--- src/rtl/tmp_seq_ctrl.sv ---
// ----------------------------------------------------------------------------
// tmp_seq_ctrl
//
// Switch sequencer for the temperature sensor front-end. It produces the
// precharge pulse and the non-overlapping small-diode (PII1/PII2) and
// big-diode (PI1/PI2) phase switches. During the big-diode phase it steers
// the charge source/sink from the comparator. It also runs an incremental
// delta-sigma conversion: SETUP_PERIODS uncounted settling periods, then OSR
// counted periods. At the end the count of cmp=1 decisions is registered and
// flagged with a one-cycle valid pulse.
//
// One period is BLANK_D (1) + DIODE (DIODE_CYC) + BLANK_B (1) + BIGDIODE
// (BIG_CYC) cycles. Every BIGDIODE cycle is one comparator decision.
//
// Parameters
//   DIODE_CYC      cycles the small-diode phase is held (>= 1)
//   BIG_CYC        cycles the big-diode phase is held, i.e. decisions per
//                  period (>= 1)
//   SETUP_PERIODS  uncounted settling periods per conversion (>= 0)
//   OSR            counted periods per conversion (>= 1)
//   RES_W          result width, wide enough for OSR*BIG_CYC
//
// Ports
//   clk         system clock, rising edge
//   reset       synchronous reset, active low
//   start       single-shot request, only looked at in IDLE
//   continuous  back-to-back conversions, looked at in IDLE and DONE
//   cmp         comparator output, sampled at the end of each BIGDIODE cycle
//   preChrg     precharge switch
//   PII1, PII2  small-diode phase switches
//   PI1, PI2    big-diode phase switches
//   src_n       current source enable, active low
//   snk         current sink enable
//   busy        conversion in progress (PRECHARGE through DONE)
//   result      cmp=1 decisions counted in the last conversion
//   valid       one-cycle pulse when result updates
// ----------------------------------------------------------------------------
module tmp_seq_ctrl #(
   parameter int DIODE_CYC     = 1,
   parameter int BIG_CYC       = 3,
   parameter int SETUP_PERIODS = 30,
   parameter int OSR           = 256,
   localparam int RES_W        = $clog2(OSR*BIG_CYC+1)
) (
   input  logic             clk,
   input  logic             reset,
   input  logic             start,
   input  logic             continuous,
   input  logic             cmp,
   output logic             preChrg,
   output logic             PII1,
   output logic             PII2,
   output logic             PI1,
   output logic             PI2,
   output logic             src_n,
   output logic             snk,
   output logic             busy,
   output logic [RES_W-1:0] result,
   output logic             valid
);

   // Period index runs 0 .. SETUP_PERIODS+OSR-1 within one conversion.
   localparam int TOTAL_PERIODS = SETUP_PERIODS + OSR;
   localparam int PER_W         = $clog2(TOTAL_PERIODS + 1);

   // The phase counter times whichever of the two held phases is longer.
   localparam int PH_MAX = (DIODE_CYC > BIG_CYC) ? DIODE_CYC : BIG_CYC;
   localparam int PH_W   = $clog2(PH_MAX + 1);

   localparam logic [PER_W-1:0] LAST_PERIOD = PER_W'(TOTAL_PERIODS - 1);
   localparam logic [PER_W-1:0] FIRST_COUNTED = PER_W'(SETUP_PERIODS);
   localparam logic [PH_W-1:0]  DIODE_LAST = PH_W'(DIODE_CYC - 1);
   localparam logic [PH_W-1:0]  BIG_LAST   = PH_W'(BIG_CYC - 1);

   localparam logic [2:0] S_IDLE      = 3'd0;
   localparam logic [2:0] S_PRECHARGE = 3'd1;
   localparam logic [2:0] S_BLANK_D   = 3'd2;
   localparam logic [2:0] S_DIODE     = 3'd3;
   localparam logic [2:0] S_BLANK_B   = 3'd4;
   localparam logic [2:0] S_BIGDIODE  = 3'd5;
   localparam logic [2:0] S_DONE      = 3'd6;

   logic [2:0]       state;
   logic [2:0]       state_nxt;
   logic [PH_W-1:0]  phase_cnt;
   logic [PH_W-1:0]  phase_nxt;
   logic [PER_W-1:0] period_cnt;
   logic [PER_W-1:0] period_nxt;
   logic [RES_W-1:0] acc;
   logic [RES_W-1:0] acc_nxt;
   logic             count_en;
   logic             phase_end;

   // A decision is counted only once the settling periods are over. The
   // accumulator can never exceed OSR*BIG_CYC, so no saturation is needed.
   always_comb begin
      count_en = (state == S_BIGDIODE) && cmp && (period_cnt >= FIRST_COUNTED);
   end

   // End of the currently held phase, valid in DIODE and BIGDIODE only.
   always_comb begin
      phase_end = 1'b0;
      if (state == S_DIODE) begin
         phase_end = (phase_cnt == DIODE_LAST);
      end else if (state == S_BIGDIODE) begin
         phase_end = (phase_cnt == BIG_LAST);
      end
   end

   // Next-state and counter logic. PRECHARGE wipes every counter so that
   // each conversion starts clean, whether entered from IDLE or from DONE.
   always_comb begin
      state_nxt  = state;
      phase_nxt  = phase_cnt;
      period_nxt = period_cnt;
      acc_nxt    = acc;

      if (count_en) begin
         acc_nxt = acc + RES_W'(1);
      end

      case (state)
         S_IDLE: begin
            if (start || continuous) begin
               state_nxt = S_PRECHARGE;
            end
         end

         S_PRECHARGE: begin
            state_nxt  = S_BLANK_D;
            phase_nxt  = '0;
            period_nxt = '0;
            acc_nxt    = '0;
         end

         S_BLANK_D: begin
            state_nxt = S_DIODE;
            phase_nxt = '0;
         end

         S_DIODE: begin
            if (phase_end) begin
               state_nxt = S_BLANK_B;
               phase_nxt = '0;
            end else begin
               phase_nxt = phase_cnt + PH_W'(1);
            end
         end

         S_BLANK_B: begin
            state_nxt = S_BIGDIODE;
            phase_nxt = '0;
         end

         S_BIGDIODE: begin
            if (phase_end) begin
               phase_nxt = '0;
               if (period_cnt == LAST_PERIOD) begin
                  state_nxt = S_DONE;
               end else begin
                  state_nxt  = S_BLANK_D;
                  period_nxt = period_cnt + PER_W'(1);
               end
            end else begin
               phase_nxt = phase_cnt + PH_W'(1);
            end
         end

         S_DONE: begin
            state_nxt = continuous ? S_PRECHARGE : S_IDLE;
         end

         default: begin
            state_nxt = S_IDLE;
         end
      endcase
   end

   // State and counter registers.
   always_ff @(posedge clk) begin
      if (!reset) begin
         state      <= S_IDLE;
         phase_cnt  <= '0;
         period_cnt <= '0;
         acc        <= '0;
      end else begin
         state      <= state_nxt;
         phase_cnt  <= phase_cnt == phase_cnt ? phase_nxt : phase_nxt;
         period_cnt <= period_nxt;
         acc        <= acc_nxt;
      end
   end

   // Phase switches, busy and valid are decoded from the next state so that
   // the registered outputs line up with the state register in each cycle.
   // The blank states guarantee PI* and PII* are never high together.
   always_ff @(posedge clk) begin
      if (!reset) begin
         preChrg <= 1'b0;
         PII1    <= 1'b0;
         PII2    <= 1'b0;
         PI1     <= 1'b0;
         PI2     <= 1'b0;
         busy    <= 1'b0;
         valid   <= 1'b0;
      end else begin
         preChrg <= (state_nxt == S_PRECHARGE);
         PII1    <= (state_nxt == S_BLANK_D) || (state_nxt == S_DIODE);
         PII2    <= (state_nxt == S_DIODE);
         PI1     <= (state_nxt == S_BLANK_B) || (state_nxt == S_BIGDIODE);
         PI2     <= (state_nxt == S_BIGDIODE);
         busy    <= (state_nxt != S_IDLE);
         valid   <= (state_nxt == S_DONE);
      end
   end

   // Charge pulses follow their decision by one cycle: they are registered
   // from the current state and cmp, not from the next state. After the last
   // BIGDIODE cycle of a period the pulse lands in BLANK_D or DONE.
   always_ff @(posedge clk) begin
      if (!reset) begin
         src_n <= 1'b1;
         snk   <= 1'b0;
      end else begin
         src_n <= !((state == S_BIGDIODE) && cmp);
         snk   <= (state == S_BIGDIODE) && !cmp;
      end
   end

   // The result is loaded on the edge that enters DONE. acc_nxt already
   // includes the final decision taken on that same edge.
   always_ff @(posedge clk) begin
      if (!reset) begin
         result <= '0;
      end else if (state_nxt == S_DONE) begin
         result <= acc_nxt;
      end
   end

endmodule
--- config.mk ---
export PLATFORM = sky130hd
export DESIGN_NAME = tmp_seq_ctrl
export DESIGN_NICKNAME = d
export VERILOG_FILES = /design/src/rtl/tmp_seq_ctrl.sv
export SDC_FILE = /design/constraint.sdc
export NUM_CORES = 1
export LEC_CHECK = 0
export BUFFER_PORTS_ARGS = -buffer_cell sky130_fd_sc_hd__buf_2
export CAP_MARGIN = 5
export CORE_ASPECT_RATIO = 1.5
export CORE_MARGIN = 3
export CORE_UTILIZATION = 45
export CTS_CLUSTER_SIZE = 10
export DETAILED_ROUTE_END_ITERATION = 8
export GPL_TIMING_DRIVEN = 0
export MAX_ROUTING_LAYER = met4
export PLACE_DENSITY = 0.69
export SLEW_MARGIN = 20
export SYNTH_ARGS = -nofsm -noshare
export SYNTH_HDL_FRONTEND = slang
export SYNTH_SLANG_ARGS = --single-unit
--- constraint.sdc ---
create_clock -name clk -period 2.15 [get_ports clk]
set_clock_uncertainty 0.1 [all_clocks]
set_input_delay 0.215 -clock clk [delete_from_list [all_inputs] [get_ports clk]]
set_output_delay 0.215 -clock clk [all_outputs]
set_load 0.05 [all_outputs]
Yosys cells after proc, flatten, opt, wreduce, memory -nomap -nowiden
Cells that the tools add are included.
{"block": "word_totals", "rom_bits": 0, "input_bits": 5, "latchBits": 0, "ramBits": 0, "memories": 0, "elab_cells": 65, "output_inout_bits": 19, "reg_bits": 43}
{"block": "classes", "bitwise": 0, "mux": 15, "add_sub_neg": 3, "n_lt_le_gt_ge": 1, "n_div": 0, "shifts": 0, "n_reduce_logical": 16, "mul": 0, "n_eq_ne": 16}
{"cell": "$pmux 3 s7", "count": 1}
{"cell": "$mux 10", "count": 2}
{"cell": "$eq 3x3->1 const B", "count": 6}
{"cell": "$mux 9", "count": 2}
{"cell": "$pmux 9 s2", "count": 1}
{"cell": "$eq 3x2->1 const B", "count": 4}
{"cell": "$mux 3", "count": 4}
{"cell": "$add 10x1->10 const B", "count": 1}
{"cell": "$add 9x1->9 const B", "count": 1}
{"cell": "$eq 9x9->1 const B", "count": 1}
{"cell": "$ge 9x5->1 const B", "count": 1}
{"cell": "$eq 3x1->1 const B", "count": 2}
{"cell": "$ne 2x2->1 const B", "count": 2}
{"cell": "$pmux 2 s2", "count": 1}
{"cell": "$reduce_bool 2->1", "count": 2}
{"cell": "$logic_and 1x1->1", "count": 3}
{"cell": "$logic_not 3->1", "count": 1}
{"cell": "$logic_or 1x1->1", "count": 3}
{"cell": "$mux 1", "count": 3}
{"cell": "$reduce_and 3->1", "count": 1}
{"cell": "$reduce_bool 3->1", "count": 1}
{"cell": "$reduce_or 3->1", "count": 1}
{"cell": "$add 2x1->2 const B", "count": 1}
{"cell": "$eq 2x2->1 const B", "count": 1}
{"cell": "4 further kinds", "count": 5}

Longest topological paths before layout
Gate-level depths: netlist (run 1).
{"block": "depth", "depth_word": 7, "mapped_depth": 8, "ltp_nobuf": 7}

Worst setup path before layout (run 1)
Ideal clock, no wire load.
{"block": "synth_timing", "path_kind": "register to register", "from": "register period_cnt[0]", "to": "register result[6]", "path_slack_ps": 340, "synth_period_minus_slack_ps": 1810, "path_stages_with_launch": 9, "setup_time_ps": 57, "t_arrival_ps": 1653, "n_path_buf": 1, "cell_sequence": "dfxtp_1 -> inv_1 -> ha_1 -> o2111a_2 -> o21ai_2 -> buf_6 -> or3_2 -> a21oi_2 -> o22a_2"}
{"block": "synth_between", "elab_chain_cells": 5}
{"element": "start: declaration", "line": "87", "source": "logic [PER_W-1:0] period_cnt;"}
{"element": "start signal: assignment", "line": "189", "source": "period_cnt <= period_nxt;"}
{"element": "$eq 9x9->1", "line": "158", "source": "if (period_cnt == LAST_PERIOD) begin"}
{"element": "$mux 3", "line": "158"}
{"element": "$mux 3", "line": "156", "source": "if (phase_end) begin"}
{"element": "$pmux 3 s7", "line": "122", "source": "case (state)"}
{"element": "$eq 3x3->1", "line": "235", "source": "end else if (state_nxt == S_DONE) begin"}
{"element": "end signal: assignment", "line": "236", "source": "result <= acc_nxt;"}
{"element": "end: declaration", "line": "58", "source": "output logic [RES_W-1:0] result,"}
Several ways; a longest one is shown, not always the timed one.
A chain may end at the register's enable or synchronous reset.

Final worst setup path (run 1)
{"block": "layout_timing", "from": "register phase_cnt[0]", "to": "register result[6]"}
{"block": "layout_between", "elab_chain_cells": 6}
{"element": "start: declaration", "line": "85", "source": "logic [PH_W-1:0] phase_cnt;"}
{"element": "start signal: assignment", "line": "188", "source": "phase_cnt <= phase_cnt == phase_cnt ? phase_nxt : phase_nxt;"}
{"element": "$eq 2x2->1", "line": "106", "source": "phase_end = (phase_cnt == BIG_LAST);"}
{"element": "$mux 1", "line": "105", "source": "end else if (state == S_BIGDIODE) begin"}
{"element": "$mux 1 *", "line": "103", "source": "if (state == S_DIODE) begin"}
{"element": "$mux 3 (on tied branches)", "line": "156, 142"}
{"element": "$pmux 3 s7 *", "line": "122"}
{"element": "$eq 3x3->1 *", "line": "235"}
Mark *: on every way between the ends. The rest lies on a longest branch, timed or not.

==> metrics.yaml, run 1 <==
outcome:
  status: "completed"
critical_path:
  arrival_ns: 2.08
  cp.required_ns: 2.24
  worstPathMaxFanout: 10
  cp-start-kind: "register"
  r2r-start: "phase_cnt[0]"
  worst-setup-path-type: "reg -> reg"
  endpoint_kind: "register"
  critPathLaunch: "phase_cnt[0]"
placed_design:
  place.gp.congestion: 0.8533
  post-place-cells: 274
  dp_hpwl_mm: 2.693
  numPortBuffers: 23
logic_synthesis:
  async_reset_ff_frac: 0
  synth.most_common_cell: "dfxtp_1"
  avgSynthCellArea_um2: 9.226
  yosys-top-cells-count: "dfxtp_1, nand2_1, nor2_1"
  synthCells: 206
  ys_ff_latch: 43
  synth_edf_count: 0
  synth_flop_cell: "dfxtp_1"
  synth_top_area_frac: 0.4529
  synth_area_um2: 1901
  yosysWarnings: 0
  seq_area_frac_synth: 0.4529
  synthesis.nets: 217
  synthTopCellsByArea: "dfxtp_1, ha_1, nand2_1"
  ys_types: 44
  synth_area_leader_cell: "dfxtp_1"
die:
  rows: 28
  initial_core_util: 0.4759
  die_h_um: 85.60
  die_x_um: 59.06
  io_pins: 24
  dieArea_um2: 5055
  core_um2: 3994
global_routing:
  grt_pass1_wl_mm: 6.637
  grt_max_degree: 13
  grt_overflow: 0
  track_usage: 0.1741
  grt_pass1_vias: 1553
  antenna_found_initial: 0
sta:
  slew_headroom: 0.6303
  fmax_ghz: 0.5037
  setup_viol: 0
  min_period_ns: 1.986
  rsz0062_at_grt: "no"
  final-hold-violation-count: 0
  period_share: 0.9235
  tightest_slew_ns: 0.5546
  fin_setup_tns_ns: 0
  slew_violations: 0
clock_tree:
  cts_tree: "built"
  cts-root-buf: "clkbuf_8"
  insertion_delay_ns: 0.29
  cts.sink_count: 43
  cts_buffer_depth: 2
  postCtsSetupRepairBufs: 0
  h-tree-depth: 2
  cts_buffers: 5
  clk_pin_slew_worst_paths_ns: 0.08
routing:
  drt_iter0_markers: 55
  wire_per_inst_um: 13.43
  drt_first_pass_iters: 4
  vias_per_cell: 5.495
  vias: 1555
  drc: 0
  drt.antenna.violating_nets: 0
  wl_mm: 3.801
run:
  drv_cap: 0
power:
  p_leak_nw: 0.9470
  p_per_area_nw_per_um2: 708.1
  ir_drop_uv: 620.4
hold_path:
  hp-class: "in -> reg"
  timing.hold.worst.start: "reset"
cells_and_area:
  layout.nets: 248
  layout-drive-gt1-share: 0.2479
  fin_cells: 283
  antenna_cells: 0
  area.growth.synth_to_final_pct: 14.75
==> cell usage in the layout, fill, tap and decap left out, types with 2 or more instances in the layout <==
cell type  count
o211ai_1       3
or3_1          3
o21ai_0       10
clkbuf_8       5
ha_1           6
nor2_1        16
nand2_1       17
dfxtp_1       43
nor3b_1        3
o22a_2         4
and2_1         4
o22a_1         6
nor3_1         2
o21a_1         3
nand3_1        6
inv_1         10
nand4_1        5
buf_6          2
buf_4          2
nor2b_1        4
or3_2          3
and3_2         2
a21oi_1        9
a21oi_2        5
and3_1         7
buf_2         26
xor2_1         5
clkbuf_1       3
or4_1          5
==> per-layer routing <==
metal	vias up	global-route usage	share of wire
met5	-	-	0
met4	0	0.09897	0.031
met3	14	0.04518	0.035
met2	28	0.2847	0.50
met1	719	0.1856	0.44
li1	794	-	-
==> sequential cells by signal, indices dropped and copies added (netlist names) <==
name        count
acc            10
result         10
period_cnt      9
state           3
phase_cnt       2
PI1             1
PI2             1
PII1            1
PII2            1
busy            1
preChrg         1
snk             1
src_n           1
valid           1
==> cells by family (layout without fill, tap and decap cells) <==
family | after synthesis | after routing | share of synthesized area
flip-flops | 43 | 43 | 0.4529
AO/OA/AOI/OAI | 48 | 48 | 0.1810
buffers and inverters | 18 | 50 | 0.04937
adder cells (fa/ha/maj) | 6 | 6 | 0.03950
XOR/XNOR | 6 | 6 | 0.02765
AND/OR/NAND/NOR | 85 | 85 | 0.2495
==> critical path: stages, from the launching register on <==
cell	delay (ns)
dfxtp_1	0.33
inv_1	0.07
ha_1	0.21
and3_1	0.19
a22oi_1	0.33
a21oi_1	0.21
buf_4	0.22
o22a_2	0.22
==> report_power, final <==
part           switching, mW  internal [mW]  leakage, nW
Combinational          0.160         0.0624        0.556
Sequential           0.00850          0.823        0.348
Clock                  0.262          0.228       0.0422
Total                  0.431           1.11        0.947
==> path summary, 6_finish.rpt <==
path / depth (start not counted) / slack, ns / end
setup / recovery: 7 / 0.16 / result[6]
hold reg to reg: 1 / 0.38 / result[7]
setup reg to reg: 7 / 0.16 / result[6]
hold / removal: 3 / 0.16 / state[2]
==> per-stage QoR <==
step           utilization  total power [mW]  setup slack (ns)  hold slack [ns]  cell area [µm²]
2_1_floorplan            -             1.021            0.3397           0.1908             1901
3_3_place_gp        0.5188             1.070           0.05491           0.3109             2072
3_5_place_dp        0.5188             1.070           0.05735           0.3058             2072
4_1_cts             0.5417             1.556           0.02955           0.1335             2163
5_1_grt             0.5461             1.608           0.01309           0.1876             2181
6_report            0.5461             1.544            0.1645           0.1572             2181
==> repair_timing <==
action                                  in CTS  in global routing
resized for setup                            0                  3
endpoints found under the hold margin        1                  0
hold buffers                                 1                  0
endpoints found under the setup margin       0                 11
==> layout make-up <==
class | count | area, µm²
buffer | 8 | 56.30
clock buffer | 7 | 76.32
clock inverter | 1 | 5.005
fill | 393 | 1813
inverter | 10 | 37.54
multi-input combinational | 145 | 963.4
sequential | 43 | 860.8
tap | 45 | 56.30
timing repair buffer | 24 | 125.1
(Power assumes the default switching activity.)
==> run 2, diff against run 1 <==
--- a/config.mk
+++ b/config.mk
@@ -14,7 +14,8 @@
 export DETAILED_ROUTE_END_ITERATION = 8
 export GPL_TIMING_DRIVEN = 0
 export MAX_ROUTING_LAYER = met4
-export PLACE_DENSITY = 0.69
+export PLACE_DENSITY = 0.65
+export REMOVE_ABC_BUFFERS = 1
 export SLEW_MARGIN = 20
 export SYNTH_ARGS = -nofsm -noshare
 export SYNTH_HDL_FRONTEND = slang
==> constraint.sdc (replaced) <==
create_clock -name clk -period 1.7 [get_ports clk]
set_clock_uncertainty 0.1 [all_clocks]
set_input_delay 0.17 -clock clk [delete_from_list [all_inputs] [get_ports clk]]
set_output_delay 0.17 -clock clk [all_outputs]
set_load 0.05 [all_outputs]
==> run 2 against run 1 <==
Net effect: critical path depth up 2; routed wire length up 27%; final area up 20%; sequential cell count unchanged; the run now ends with negative setup slack left; die area unchanged.
==> metrics.yaml, run 2 (same netlist as run 1, synthesis figures left out) <==
clock_tree:
  cts_buffer_depth: 2  # unchanged
  clk_pin_slew_worst_paths_ns: 0.08  # about the same
  insertion_delay_ns: 0.31  # was 0.29 ns
  cts_buffers: 5  # unchanged
  h-tree-depth: 2  # unchanged
  cts_tree: "built"  # unchanged
  cts-root-buf: "clkbuf_8"  # unchanged
  cts.sink_count: 43  # unchanged
routing:
  vias_per_cell: 5.640  # was 5.495
  drt_iter0_markers: 95  # was 55
  drt_first_pass_iters: 4  # unchanged
  vias: 1709  # was 1555
  wire_per_inst_um: 15.93  # was 13.43 µm
  drc: 0  # unchanged
  drt.antenna.violating_nets: 0  # unchanged
  wl_mm: 4.828  # was 3.801 mm
cells_and_area:
  layout-drive-gt1-share: 0.4574  # was 0.2479
  multi_input_area_um2: 1175  # was 963.4 µm²
  final_common_cell: "dfxtp_1"  # unchanged
  layout.nets: 268  # was 248
  final_util: 0.6538  # was 0.5461
  antenna_cells: 0  # unchanged
  n_fill_cell: 333  # was 393
  largestRegisters: "acc x10, result x10, period_cnt x9"  # unchanged
  regArea_um2: 885.9  # was 860.8 µm²
  area.growth.synth_to_final_pct: 37.39  # was 14.75%
  final_cell_mix: "dfxtp_1, buf_2, buf_4"  # was dfxtp_1, buf_2, nand2_1
  fin_area_um2: 2611  # was 2181 µm²
sta:
  setup_viol: 16  # was 0
  period_share: 1.103  # was 0.9235
  tightest_slew_ns: 0.5217  # was 0.5546 ns
  setup_ws_ns: -0.1748  # was 0.1645 ns
  fmax_ghz: 0.5334  # was 0.5037 GHz
  hold_ws_ns: 0.03030  # was 0.1572 ns
  min_period_ns: 1.875  # was 1.986 ns
  slew_headroom: 0.6522  # was 0.6303
  slew_violations: 0  # unchanged
  final-hold-violation-count: 0  # unchanged
  rsz0062_at_grt: "yes"  # was no
  fin_setup_tns_ns: -1.452  # was 0 ns
global_routing:
  grt_pass1_vias: 1659  # was 1553
  antenna_found_initial: 0  # unchanged
  grt_overflow: 0  # unchanged
  grt_pass1_wl_mm: 7.610  # was 6.637 mm
  grt_max_degree: 17  # was 13
  track_usage: 0.1993  # was 0.1741
die:
  die_x_um: 59.06  # unchanged
  die_h_um: 85.60  # unchanged
  dieArea_um2: 5055  # unchanged
  io_pins: 24  # unchanged
  core_um2: 3994  # unchanged
  rows: 28  # unchanged
  initial_core_util: 0.4759  # unchanged
placed_design:
  dpl_cell_area_um2: 2016  # was 2072 µm²
  dp_hpwl_mm: 2.669  # was 2.693 mm
  place.gp.congestion: 0.7952  # was 0.8533
  numPortBuffers: 23  # unchanged
critical_path:
  worst-setup-path-type: "reg -> reg"  # unchanged
  worstPathMaxFanout: 4  # was 10
  arrival_ns: 1.98  # was 2.08 ns
  endpoint_kind: "register"  # unchanged
  cp.required_ns: 1.80  # was 2.24 ns
  cp-start-kind: "register"  # unchanged
power:
  ir_drop_uv: 772.0  # was 620.4 µV
  p_per_area_nw_per_um2: 835.5  # was 708.1 nW/µm²
  p_leak_nw: 1.082  # was 0.9470 nW
run:
  drv_cap: 0  # unchanged
outcome:
  violations: "negative setup slack"
  status: "complete, but fails checks"  # was completed
hold_path:
  hp-class: "in -> reg"  # unchanged
## run 2: cell types whose count changed in the layout (fill, tap and decap cells not counted), sizes merged
| cell | previous run | this run |
|---|---|---|
| buf | 30 | 49 |
| bufinv | 0 | 1 |
| clkbuf | 8 | 5 |
| clkinv | 1 | 2 |
| nor2 | 17 | 18 |
| o21ai | 11 | 12 |
## run 2: where the power goes
group	leakage (nW)	internal (mW)	switching, mW	total [mW]
registers	0.354	1.04	0.0225	1.06
clock network	0.0581	0.438	0.374	0.812
logic	0.670	0.0989	0.212	0.311
total	1.08	1.57	0.609	2.18
## run 2: path summary, 6_finish.rpt
| path | from | endpoint | slack [ns] | cells after the start |
|---|---|---|---|---|
| hold / removal | reset | src_n | 0.03 | 2 |
| setup reg to reg | period_cnt[0] | result[9] | -0.17 | 9 |
| hold reg to reg | result[9] | result[9] | 0.38 | 1 |
| setup / recovery | period_cnt[0] | result[9] | -0.17 | 9 |
## run 2: worst max-delay path, stage by stage, from the launching register on
cell,delay (ns)
dfxtp_4,0.37
inv_4,0.06
ha_4,0.12
o2111a_2,0.27
buf_6,0.13
o21ai_4,0.06
buf_4,0.15
o31ai_4,0.26
a21oi_4,0.09
o22a_1,0.17
## run 2: layer usage
layer	track usage	share of wire
met5	-	0
met4	0.09278	0.025
met3	0.04819	0.035
met2	0.3320	0.55
met1	0.2180	0.39
## run 2: timing repair
item,in CTS,in global routing
resized for setup,45,29
gates cloned,2,0
pin swaps,33,20
endpoints found under the setup margin,23,31
hold buffers,1,0
setup buffers,16,10
hold endpoints to repair,1,0
## run 2: cell type report
type,instances,area share
sequential,43,0.3392
tap,45,0.02156
timing repair buffer,50,0.1299
inverter,10,0.01629
clock buffer,5,0.02635
clock inverter,3,0.01677
multi-input combinational,147,0.4499
## run 2: stage by stage
stage                     worst slack (ns)  cells  power, mW
after floorplan                    -0.4431    198      1.278
after global placement             -0.9626    266      1.341
after detailed placement           -0.9813    266      1.342
after CTS                          -0.1589    293      2.177
after global routing               -0.2390    303      2.259
final                              -0.1748    303      2.182
